===== src/rtl/adder_stream_driver_if.sv =====
// Operand/sum stream bundle between adder_stream_driver (master) and the adder under test (slave).
interface adder_stream_driver_if #(
  parameter int unsigned WIDTH = 4
);
  logic             a_vld;
  logic             a_rdy;
  logic [WIDTH-1:0] a_data;
  logic             b_vld;
  logic             b_rdy;
  logic [WIDTH-1:0] b_data;
  logic             sum_vld;
  logic             sum_rdy;
  logic [WIDTH:0]   sum_data;

  modport master (
    output a_vld, a_data, b_vld, b_data, sum_rdy,
    input  a_rdy, b_rdy, sum_vld, sum_data
  );

  modport slave (
    input  a_vld, a_data, b_vld, b_data, sum_rdy,
    output a_rdy, b_rdy, sum_vld, sum_data
  );
endinterface


===== src/rtl/adder_stream_driver.sv =====
// Drives two operand streams into an adder, checks the returned sums and reports pass/fail.
// Optional pseudo-random sum backpressure: define ADDER_STREAM_DRIVER_BACKPRESSURE_EN.
module adder_stream_driver #(
  parameter int unsigned WIDTH   = 4,
  parameter int unsigned NUM_TXN = 16,
  parameter int unsigned MAX_OUT = 4
) (
  input  logic                         clk,
  input  logic                         rst_n,
  input  logic                         start,
  adder_stream_driver_if.master        bus,
  output logic                         busy,
  output logic                         done,
  output logic                         pass,
  output logic [7:0]                   err_cnt
);

  localparam int unsigned IDX_W = 8;
  localparam int unsigned OUT_W = IDX_W + 1;
  localparam int unsigned MUL_W = 10;
  localparam int unsigned SUM_W = WIDTH + 1;

  typedef enum logic [1:0] {IDLE, RUN, DONE} state_t;

  state_t             state_q, state_d;
  logic [IDX_W-1:0]   a_idx_q, a_idx_d;
  logic [IDX_W-1:0]   b_idx_q, b_idx_d;
  logic [IDX_W-1:0]   r_idx_q, r_idx_d;
  logic [7:0]         err_q, err_d;
  logic               a_vld_q, a_vld_d;
  logic               b_vld_q, b_vld_d;
  logic               sum_rdy_q, sum_rdy_d;
  logic [WIDTH-1:0]   a_data_q, a_data_d;
  logic [WIDTH-1:0]   b_data_q, b_data_d;
  logic               busy_q, busy_d;
  logic               done_q, done_d;
  logic               pass_q, pass_d;
  logic               a_hs, b_hs, sum_hs;
`ifdef ADDER_STREAM_DRIVER_BACKPRESSURE_EN
  logic [7:0]         lfsr_q, lfsr_d;
`endif

  function automatic logic [WIDTH-1:0] a_val(input logic [IDX_W-1:0] idx);
    return WIDTH'(idx);
  endfunction

  function automatic logic [WIDTH-1:0] b_val(input logic [IDX_W-1:0] idx);
    logic [MUL_W-1:0] t;
    t = MUL_W'(idx) * MUL_W'(3) + MUL_W'(1);
    return WIDTH'(t);
  endfunction

  function automatic logic [SUM_W-1:0] exp_sum(input logic [IDX_W-1:0] idx);
    return SUM_W'(a_val(idx)) + SUM_W'(b_val(idx));
  endfunction

  // Issue only while operands remain and the stream is not too far ahead of the sums.
  function automatic logic may_issue(input logic [IDX_W-1:0] idx, input logic [IDX_W-1:0] r);
    return (idx < IDX_W'(NUM_TXN)) && (OUT_W'(idx) < OUT_W'(r) + OUT_W'(MAX_OUT));
  endfunction

  assign a_hs   = a_vld_q & bus.a_rdy;
  assign b_hs   = b_vld_q & bus.b_rdy;
  assign sum_hs = sum_rdy_q & bus.sum_vld;

  always_comb begin
    state_d = state_q;
    a_idx_d = a_idx_q;
    b_idx_d = b_idx_q;
    r_idx_d = r_idx_q;
    err_d   = err_q;
`ifdef ADDER_STREAM_DRIVER_BACKPRESSURE_EN
    lfsr_d  = {lfsr_q[6:0], lfsr_q[7] ^ lfsr_q[5] ^ lfsr_q[4] ^ lfsr_q[3]};
`endif

    case (state_q)
      IDLE, DONE: begin
        if (start) begin
          state_d = RUN;
          a_idx_d = '0;
          b_idx_d = '0;
          r_idx_d = '0;
          err_d   = '0;
        end
      end
      RUN: begin
        if (a_hs) a_idx_d = a_idx_q + IDX_W'(1);
        if (b_hs) b_idx_d = b_idx_q + IDX_W'(1);
        if (sum_hs) begin
          r_idx_d = r_idx_q + IDX_W'(1);
          if ((bus.sum_data != exp_sum(r_idx_q)) && (err_q != 8'hFF)) err_d = err_q + 8'd1;
        end
        if (r_idx_q == IDX_W'(NUM_TXN)) state_d = DONE;
      end
      default: state_d = IDLE;
    endcase

    // Registered outputs are derived from the post-edge counters.
    a_vld_d   = (state_d == RUN) && may_issue(a_idx_d, r_idx_d);
    b_vld_d   = (state_d == RUN) && may_issue(b_idx_d, r_idx_d);
    a_data_d  = a_val(a_idx_d);
    b_data_d  = b_val(b_idx_d);
    sum_rdy_d = (state_d == RUN) && (r_idx_d < IDX_W'(NUM_TXN));
`ifdef ADDER_STREAM_DRIVER_BACKPRESSURE_EN
    sum_rdy_d = sum_rdy_d && lfsr_d[0];
`endif
    busy_d    = (state_d == RUN);
    done_d    = (state_d == DONE);
    pass_d    = done_d && (err_d == 8'd0);
  end

  always_ff @(posedge clk or negedge rst_n) begin
    if (!rst_n) begin
      state_q   <= IDLE;
      a_idx_q   <= '0;
      b_idx_q   <= '0;
      r_idx_q   <= '0;
      err_q     <= '0;
      a_vld_q   <= 1'b0;
      b_vld_q   <= 1'b0;
      sum_rdy_q <= 1'b0;
      a_data_q  <= '0;
      b_data_q  <= '0;
      busy_q    <= 1'b0;
      done_q    <= 1'b0;
      pass_q    <= 1'b0;
    end else begin
      state_q   <= state_d;
      a_idx_q   <= a_idx_d;
      b_idx_q   <= b_idx_d;
      r_idx_q   <= r_idx_d;
      err_q     <= err_d;
      a_vld_q   <= a_vld_d;
      b_vld_q   <= b_vld_d;
      sum_rdy_q <= sum_rdy_d;
      a_data_q  <= a_data_d;
      b_data_q  <= b_data_d;
      busy_q    <= busy_d;
      done_q    <= done_d;
      pass_q    <= pass_d;
    end
  end

`ifdef ADDER_STREAM_DRIVER_BACKPRESSURE_EN
  always_ff @(posedge clk or negedge rst_n) begin
    if (!rst_n) lfsr_q <= 8'hA5;
    else        lfsr_q <= lfsr_d;
  end
`endif

  assign bus.a_vld   = a_vld_q;
  assign bus.a_data  = a_data_q;
  assign bus.b_vld   = b_vld_q;
  assign bus.b_data  = b_data_q;
  assign bus.sum_rdy = sum_rdy_q;
  assign busy        = busy_q;
  assign done        = done_q;
  assign pass        = pass_q;
  assign err_cnt     = err_q;

endmodule


===== src/flat_wrapper.sv =====
// flat-port wrapper written by rule: the top's interface ports become plain ports
module adder_stream_driver_flat 
#(
  parameter int unsigned WIDTH   = 4,
  parameter int unsigned NUM_TXN = 16,
  parameter int unsigned MAX_OUT = 4
)
  (clk, rst_n, start, busy, done, pass, err_cnt, bus_a_vld, bus_a_data, bus_b_vld, bus_b_data, bus_sum_rdy, bus_a_rdy, bus_b_rdy, bus_sum_vld, bus_sum_data);
  adder_stream_driver_if #(.WIDTH(WIDTH)) bus_i ();
  input  logic clk;
  input  logic rst_n;
  input  logic start;
  output logic busy;
  output logic done;
  output logic pass;
  output logic [7:0] err_cnt;
  output wire logic [$bits(bus_i.a_vld)-1:0] bus_a_vld;
  output wire logic [$bits(bus_i.a_data)-1:0] bus_a_data;
  output wire logic [$bits(bus_i.b_vld)-1:0] bus_b_vld;
  output wire logic [$bits(bus_i.b_data)-1:0] bus_b_data;
  output wire logic [$bits(bus_i.sum_rdy)-1:0] bus_sum_rdy;
  input wire logic [$bits(bus_i.a_rdy)-1:0] bus_a_rdy;
  input wire logic [$bits(bus_i.b_rdy)-1:0] bus_b_rdy;
  input wire logic [$bits(bus_i.sum_vld)-1:0] bus_sum_vld;
  input wire logic [$bits(bus_i.sum_data)-1:0] bus_sum_data;
  assign bus_a_vld = bus_i.a_vld;
  assign bus_a_data = bus_i.a_data;
  assign bus_b_vld = bus_i.b_vld;
  assign bus_b_data = bus_i.b_data;
  assign bus_sum_rdy = bus_i.sum_rdy;
  assign bus_i.a_rdy = bus_a_rdy;
  assign bus_i.b_rdy = bus_b_rdy;
  assign bus_i.sum_vld = bus_sum_vld;
  assign bus_i.sum_data = bus_sum_data;
  adder_stream_driver #(.WIDTH(WIDTH), .NUM_TXN(NUM_TXN), .MAX_OUT(MAX_OUT)) u_core (.clk(clk), .rst_n(rst_n), .start(start), .bus(bus_i), .busy(busy), .done(done), .pass(pass), .err_cnt(err_cnt));
endmodule

===== config.mk =====
export PLATFORM = sky130hd
export DESIGN_NAME = adder_stream_driver_flat
export DESIGN_NICKNAME = d
export VERILOG_FILES = /design/src/rtl/adder_stream_driver_if.sv /design/src/rtl/adder_stream_driver.sv /design/src/flat_wrapper.sv
export SDC_FILE = /design/constraint.sdc
export NUM_CORES = 1
export LEC_CHECK = 0
export BUFFER_PORTS_ARGS = -buffer_cell sky130_fd_sc_hd__buf_2
export CORE_MARGIN = 2
export CORE_UTILIZATION = 42
export DETAILED_ROUTE_END_ITERATION = 10
export GPL_TIMING_DRIVEN = 0
export SETUP_SLACK_MARGIN = 0.2
export SLEW_MARGIN = 20
export SYNTH_ARGS = -nofsm -noshare
export SYNTH_HDL_FRONTEND = slang
export SYNTH_SLANG_ARGS = --single-unit

===== constraint.sdc =====
create_clock -name clk -period 3.4 [get_ports clk]
set_clock_uncertainty 0.1 [all_clocks]
set_input_delay 0.68 -clock clk [delete_from_list [all_inputs] [get_ports clk]]
set_output_delay 0.68 -clock clk [all_outputs]
set_load 0.05 [all_outputs]

Word level (Yosys, flattened, before mapping) --
Index checks and enable logic that the tools add are counted. W data, S select, Z words.
Operators by class: equality and inequality tests 7, $lt $le $gt $ge 5, reductions and logical operators 10, add/subtract/negate cells 8, multiplexer cells 16, $mul 2, bitwise gates (word level) 3
Operator list (count):
- $mux W8 | 9
- $pmux W8 S2 | 4
- $add A8 B1 Y8 const B | 4
- $lt A8 B5 Y1 const B | 3
- $lt A8 B9 Y1 | 2
- $mul A8 B2 Y4 const B | 2
- $add A8 B3 Y9 const B | 1
- $add A4 B1 Y4 const B | 2
- $eq A8 B5 Y1 const B | 1
- $logic_not A8 Y1 | 1
- $ne A8 B8 Y1 const B | 1
- $logic_and A1 B1 Y1 | 7
- $add A4 B4 Y5 | 1
- $ne A5 B5 Y1 | 1
- $eq A2 B1 Y1 const B | 2
- $eq A2 B2 Y1 const B | 2
- $mux W2 | 2
- $pmux W2 S2 | 1
- $and A1 B1 Y1 | 3
- $logic_not A2 Y1 | 1
- $reduce_or A2 Y1 | 1
Storage, ports and cells: word-level logic and storage cells 64, register bits 48

Logic depth before layout (Yosys ltp) --
depth in word-level cells 10, mapped depth 13

Least setup slack after synthesis --
Ideal clock, no wire load.
path type reg2reg, start reg u_core.sum_rdy_q (netlist: u_core.bus.sum_rdy), end reg u_core.b_vld_q (netlist: u_core.bus.b_vld), setup slack 0.065 ns, data required time 3.189 ns, cell stages (with the launch flop) 13, data arrival time 3.124 ns, path buffers 1, setup time 0.111 ns, cell sequence dfrtp_1 and4b_1 buf_4 nand3_1 mux2i_1 nand3_1 xor2_1 ha_1 a21o_1 a21o_1 a221oi_1 o21ai_0 a2111oi_2
On the way: cells in the longest elaborated chain, start to end 7
RTL lines:
- start: declaration | RTL line adder_stream_driver.sv:32 | logic sum_rdy_q, sum_rdy_d;
- start signal: assignment | RTL line adder_stream_driver.sv:135 | sum_rdy_q <= sum_rdy_d;
- $and A1 B1 Y1 | RTL line adder_stream_driver.sv:64 | assign sum_hs = sum_rdy_q & bus.sum_vld;
- $mux W8 | RTL line adder_stream_driver.sv:89 | if (sum_hs) begin
- $pmux W8 S2 | RTL line adder_stream_driver.sv:76 | case (state_q)
- net u_core.r_idx_d[4] | RTL line adder_stream_driver.sv:28 | logic [IDX_W-1:0] r_idx_q, r_idx_d;
- $add A8 B3 Y9 | RTL line adder_stream_driver.sv:59 | return (idx < IDX_W'(NUM_TXN)) && (OUT_W'(idx) < OUT_W'(r) + OUT_W'(MAX_OUT));
- $lt A8 B9 Y1 | RTL line adder_stream_driver.sv:59
- $logic_and A1 B1 Y1 | RTL line adder_stream_driver.sv:59
- $logic_and A1 B1 Y1 | RTL line adder_stream_driver.sv:100 | b_vld_d = (state_d == RUN) && may_issue(b_idx_d, r_idx_d);
- net u_core.b_vld_d | RTL line adder_stream_driver.sv:31 | logic b_vld_q, b_vld_d;
- end signal: assignment | RTL line adder_stream_driver.sv:134 | b_vld_q <= b_vld_d;
- end: declaration | RTL line adder_stream_driver.sv:31
The timed path passes the listed nets, and every way through them passes these cells.

Final worst setup path --
start reg u_core.state_q[1], end reg u_core.b_vld_q (netlist: u_core.bus.b_vld)
On the way: cells in the longest elaborated chain, start to end 7, elaborated cells between the ends (all ways) 15
RTL lines:
- start: declaration | RTL line adder_stream_driver.sv:25 | state_t state_q, state_d;
- start signal: assignment | RTL line adder_stream_driver.sv:128 | state_q <= state_d;
- $eq A2 B2 Y1 or $logic_not A2 Y1 (tied branches) | RTL line adder_stream_driver.sv:76
- $reduce_or A2 Y1 | RTL line adder_stream_driver.sv:76
- $pmux W8 S2 * | RTL line adder_stream_driver.sv:76
- net u_core.r_idx_d[3] | RTL line adder_stream_driver.sv:28
- $add A8 B3 Y9 * | RTL line adder_stream_driver.sv:59
- $lt A8 B9 Y1 * | RTL line adder_stream_driver.sv:59
- $logic_and A1 B1 Y1 * | RTL line adder_stream_driver.sv:59
- $logic_and A1 B1 Y1 * | RTL line adder_stream_driver.sv:100
- net u_core.b_vld_d | RTL line adder_stream_driver.sv:31
Mark *: on every way through the listed nets, which the timed path passes. The rest lies on a longest branch.

==> results.env <==
OUTCOME='finished, final reports clean'
ANTENNA_VIOLATIONS_BEFORE_REPAIR=0
ROUTE.ANTENNA.REMAINING_NETS=0
COMB_POWER_SHARE_PCT=65.1
CELL_AREA_SYNTH_UM2=2741
CRITICAL_PATH_CLASS='flip-flop to flip-flop'
CTS_ROOT_BUF='sky130_fd_sc_hd__clkbuf_8'
SYN_NETS=320
DPL.CELL_COUNT=390
WORST_HOLD_PATH_TYPE='input pin to asynchronous set/reset pin'
DOMINANTREGCELLSYNTH='sky130_fd_sc_hd__dfrtp_1'
CTS_MAX_PATH_BUFFERS=2
P_SWITCHING_mW=1.648
POSTSYNTHREGISTERBITS=43
MOST_COMMON_CELL_AFTER_LAYOUT_FILL_AND_TAPS_ASIDE='sky130_fd_sc_hd__dfrtp_1'
FP.COREAREA_UM2=6314
FLOORPLAN.DIE.HEIGHT_UM=84.79
GRT-OVFL-TOTAL=0
GRT_FIRST_PASS_WIRELENGTH_UM=10400
PERIOD_MINUS_SLACK_PS=3222
POWER.LEAKAGE_nW=1.679
FINALHOLDVIOLCOUNT=0
SWITCHING_SHARE_PCT=48.71
PEAKVDDDROP_mV=0.4569
INTERNAL_POWER_mW=1.735
TIMING.FINAL.WS_SETUP_PS=177.5
CP.ARRIVAL_PS=3310
SETUP.WORST_PATH.START_CLASS='flip-flop'
CTS-BUFFERS-INSERTED=5
GATE_COUNT_OF_THE_MAPPED_NETLIST=281
POWER.SHARE.SEQUENTIAL_PCT=25.0
DRT_PRE_ANTENNA_ITERS=4
DETAIL_ROUTE.VIAS_PER_CELL=5.452
TRITONCTS='yes'
DRC=0
TOP_USAGE_LAYER='met2'
HOLD_WS_PS=270.6
CLOCK-SINKS=43
GROUTE.USAGE.OVERALL_PCT=18.20
ROUTED_WIRELENGTH_UM=6759
SIGNED_AREA_CHANGE_FROM_THE_SYNTHESIZED_NETLIST_TO_THE_FINAL_LAYOUT_PCT=29.94
GRT_START_MAX_NET_PINS=44
ROUTEDWLPERCELL_UM=15.98
MAX_FREQ_MHz=310.3
YS_ASYNC_SR_FRACTION_PCT=100.0
CLK_LATENCY_PS=300
SYNTH_EDF_COUNT=0
MAXCAPVIOLCOUNT=0
START_UTIL_PCT=43.42
PATH_CLK_SLEW_PS=80
GRT_USE_MET1_PCT=25.45
YS_WARN_COUNT=0
N_FILL_CELL=578
NUMPORTBUFFERS=32
GLOBALROUTEMET3UTIL_PCT=3.736
REPORT.FINAL.SLEW_VIOL_COUNT=0
SEQ_AREA_FRAC_SYNTH_PCT=39.25
PLACE_HPWL_UM=4570
TIMING.MAX_SLEW.REL_SLACK_PCT=63.05
PIN_COUNT=33
WORST_SETUP_PATH_END_KIND='flip-flop'
FP.DIEW_UM=84.79
CRITICAL_PATH.MAX_FANOUT=8
FINAL_CELL_COUNT_NO_FILL=423
INITIALDRTVIOLATIONCOUNT=89
CELLPOWERDENSITY_nW_PER_UM2=949.6
SYNTH.AVG_CELL_AREA_UM2=9.756
LAYOUT_WORST_PATH_CYCLE_SHARE_PCT=94.78
PLACE_WORST_SETUP_SLACK_PS=-570.5
HTREE_LEVELS=2
ANTENNA-DIODE-COUNT=0
DIE_AREA_UM2=7189
TIMING.CRITICAL_PATH.REQUIRED_PS=3490
MOST-COMMON-LAYOUT-CELLS='38 x sky130_fd_sc_hd__dfrtp_1, 34 x sky130_fd_sc_hd__nand2_1, 32 x sky130_fd_sc_hd__buf_4, 31 x sky130_fd_sc_hd__buf_2, 22 x sky130_fd_sc_hd__ha_1'
SYNTH_CELL_TYPES=50
GRT_PASS1_VIAS=2157
RSZ0062_AT_GRT='yes'
NNETSFINAL=385
STANDARD_CELL_ROWS=29
GRT_USE_MET2_PCT=29.13
POWER_FRAC_CLOCK_PCT=9.9
GP_CONGESTION=0.7905
MAX_SLEW.WORST_PIN.SLEW_PS=554.2
SETUP_VIOL_COUNT_FINAL=0
DRIVE_GT1_SHARE_PCT=35.26
FIN_SETUP_TNS_PS=0
VIAS=2306
metal layers:
metal / up-vias / part of all wire, %
li1: 1151 / -
met1: 1114 / 47
met2: 34 / 49
met3: 7 / 3.4
met4: 0 / 1.2
met5: - / 0
state kept, by name, summed over array words and instances, names as in the netlist:
name and count:
u_core.a_idx_q 8, u_core.b_idx_q 7, u_core.bus.a_vld 1, u_core.bus.b_data 4, u_core.bus.b_vld 1, u_core.bus.sum_rdy 1, u_core.busy 1, u_core.done 1
u_core.err_cnt 8, u_core.pass 1, u_core.r_idx_q 8, u_core.state_q 2
Yosys cell counts (2+ instances only):
cell / count / area share (%)
sky130_fd_sc_hd__a211oi_1: 3 / 0.82
sky130_fd_sc_hd__a21o_1: 3 / 0.82
sky130_fd_sc_hd__a21oi_1: 2 / 0.37
sky130_fd_sc_hd__a22o_1: 2 / 0.64
sky130_fd_sc_hd__and2_1: 2 / 0.46
sky130_fd_sc_hd__and3_1: 2 / 0.46
sky130_fd_sc_hd__and4b_1: 3 / 1.1
sky130_fd_sc_hd__buf_4: 6 / 1.6
sky130_fd_sc_hd__clkbuf_1: 4 / 0.55
sky130_fd_sc_hd__dfrtp_1: 43 / 39
sky130_fd_sc_hd__fa_1: 3 / 2.2
sky130_fd_sc_hd__ha_1: 25 / 11
sky130_fd_sc_hd__inv_1: 14 / 1.9
sky130_fd_sc_hd__mux2i_1: 11 / 4.0
sky130_fd_sc_hd__nand2_1: 34 / 4.7
sky130_fd_sc_hd__nand2b_1: 4 / 0.91
sky130_fd_sc_hd__nand3_1: 17 / 3.1
sky130_fd_sc_hd__nand4_1: 9 / 2.1
sky130_fd_sc_hd__nand4b_1: 3 / 0.96
sky130_fd_sc_hd__nor2_1: 12 / 1.6
sky130_fd_sc_hd__nor2b_1: 2 / 0.46
sky130_fd_sc_hd__nor3_1: 7 / 1.3
sky130_fd_sc_hd__nor4_1: 3 / 0.68
sky130_fd_sc_hd__o211ai_1: 7 / 1.9
sky130_fd_sc_hd__o21a_1: 2 / 0.55
sky130_fd_sc_hd__o21ai_0: 15 / 2.7
sky130_fd_sc_hd__o311ai_0: 2 / 0.64
sky130_fd_sc_hd__o31ai_1: 5 / 1.4
sky130_fd_sc_hd__xnor2_1: 10 / 3.2
sky130_fd_sc_hd__xor2_1: 6 / 1.9
metrics by stage:
| stage | utilization [%] | power, mW | cell area [um2] |
|---|---|---|---|
| after global routing | 56.42 | 3.658 | 3562 |
| after floorplan | - | 2.281 | 2766 |
| after detailed placement | 47.88 | 2.695 | 3023 |
| after global placement | 47.88 | 2.663 | 3023 |
| final | 56.42 | 3.383 | 3562 |
| after CTS | 51.74 | 3.169 | 3267 |
path summary, 6_finish.rpt:
check,startpoint,endpoint,slack (ps),cells past startpoint
setup / recovery,u_core.state_q[1],u_core.bus.b_vld,180,13
hold / removal,rst_n,u_core.a_idx_q[0],270,1
setup reg to reg,u_core.state_q[1],u_core.bus.b_vld,180,13
hold reg to reg,u_core.b_idx_q[7],u_core.b_idx_q[7],420,1
max in group asynchronous,rst_n,u_core.bus.sum_rdy,2530,1
min in group clk,u_core.b_idx_q[7],u_core.b_idx_q[7],420,1
power by group through the flow:
stage / Combinational, mW / Clock (mW) / Sequential (mW)
CTS: 1.98 / 0.348 / 0.842
global route: 2.42 / 0.368 / 0.868
finish: 2.20 / 0.333 / 0.846
detailed placement: 1.84 / 0 / 0.854
floorplan: 1.22 / 0 / 1.06
global placement: 1.81 / 0 / 0.856
cells by family (layout without fill, tap and decap cells):
group / count (synthesis) / after routing / synth area share, %
mux: 11 / 11 / 4.017
fa+ha+maj: 28 / 28 / 13.60
flops: 43 / 43 / 39.25
simple gates: 105 / 105 / 19.76
xor+xnor: 16 / 16 / 5.112
compound gates: 52 / 52 / 13.83
buf+inv: 26 / 91 / 4.427
layout make-up:
cell class / instances / area [um2] / area share (%)
inverter: 14 / 55.05 / 1.545
tap: 77 / 96.34 / 2.705
multi-input combinational: 212 / 1795 / 50.40
sequential: 43 / 1082 / 30.38
buffer: 12 / 91.34 / 2.564
clock inverter: 1 / 5.005 / 0.1405
timing repair buffer: 58 / 354.1 / 9.940
clock buffer: 6 / 82.58 / 2.318
critical path, cell delays in order, from the launching register on:
cell and delay (ps):
sky130_fd_sc_hd__dfrtp_2 450, sky130_fd_sc_hd__and4b_1 270, sky130_fd_sc_hd__buf_6 160, sky130_fd_sc_hd__nand3_4 80, sky130_fd_sc_hd__xnor2_2 160, sky130_fd_sc_hd__nor2_4 170
sky130_fd_sc_hd__ha_4 190, sky130_fd_sc_hd__nand3_4 80, sky130_fd_sc_hd__xor2_2 210, sky130_fd_sc_hd__ha_1 320, sky130_fd_sc_hd__a21o_1 200, sky130_fd_sc_hd__a221oi_2 230
sky130_fd_sc_hd__o21ai_1 110, sky130_fd_sc_hd__a2111oi_2 380
repair_timing:
item / 4_1_cts / 5_1_grt
resized for setup: 24 / 41
buffers inserted: 10 / 16
pin swaps: 7 / 22
hold buffers: 0 / 0
gates cloned: 0 / 0
hold endpoints to repair: 0 / 0
setup endpoints to repair: 3 / 3
(Power assumes the default switching activity.)
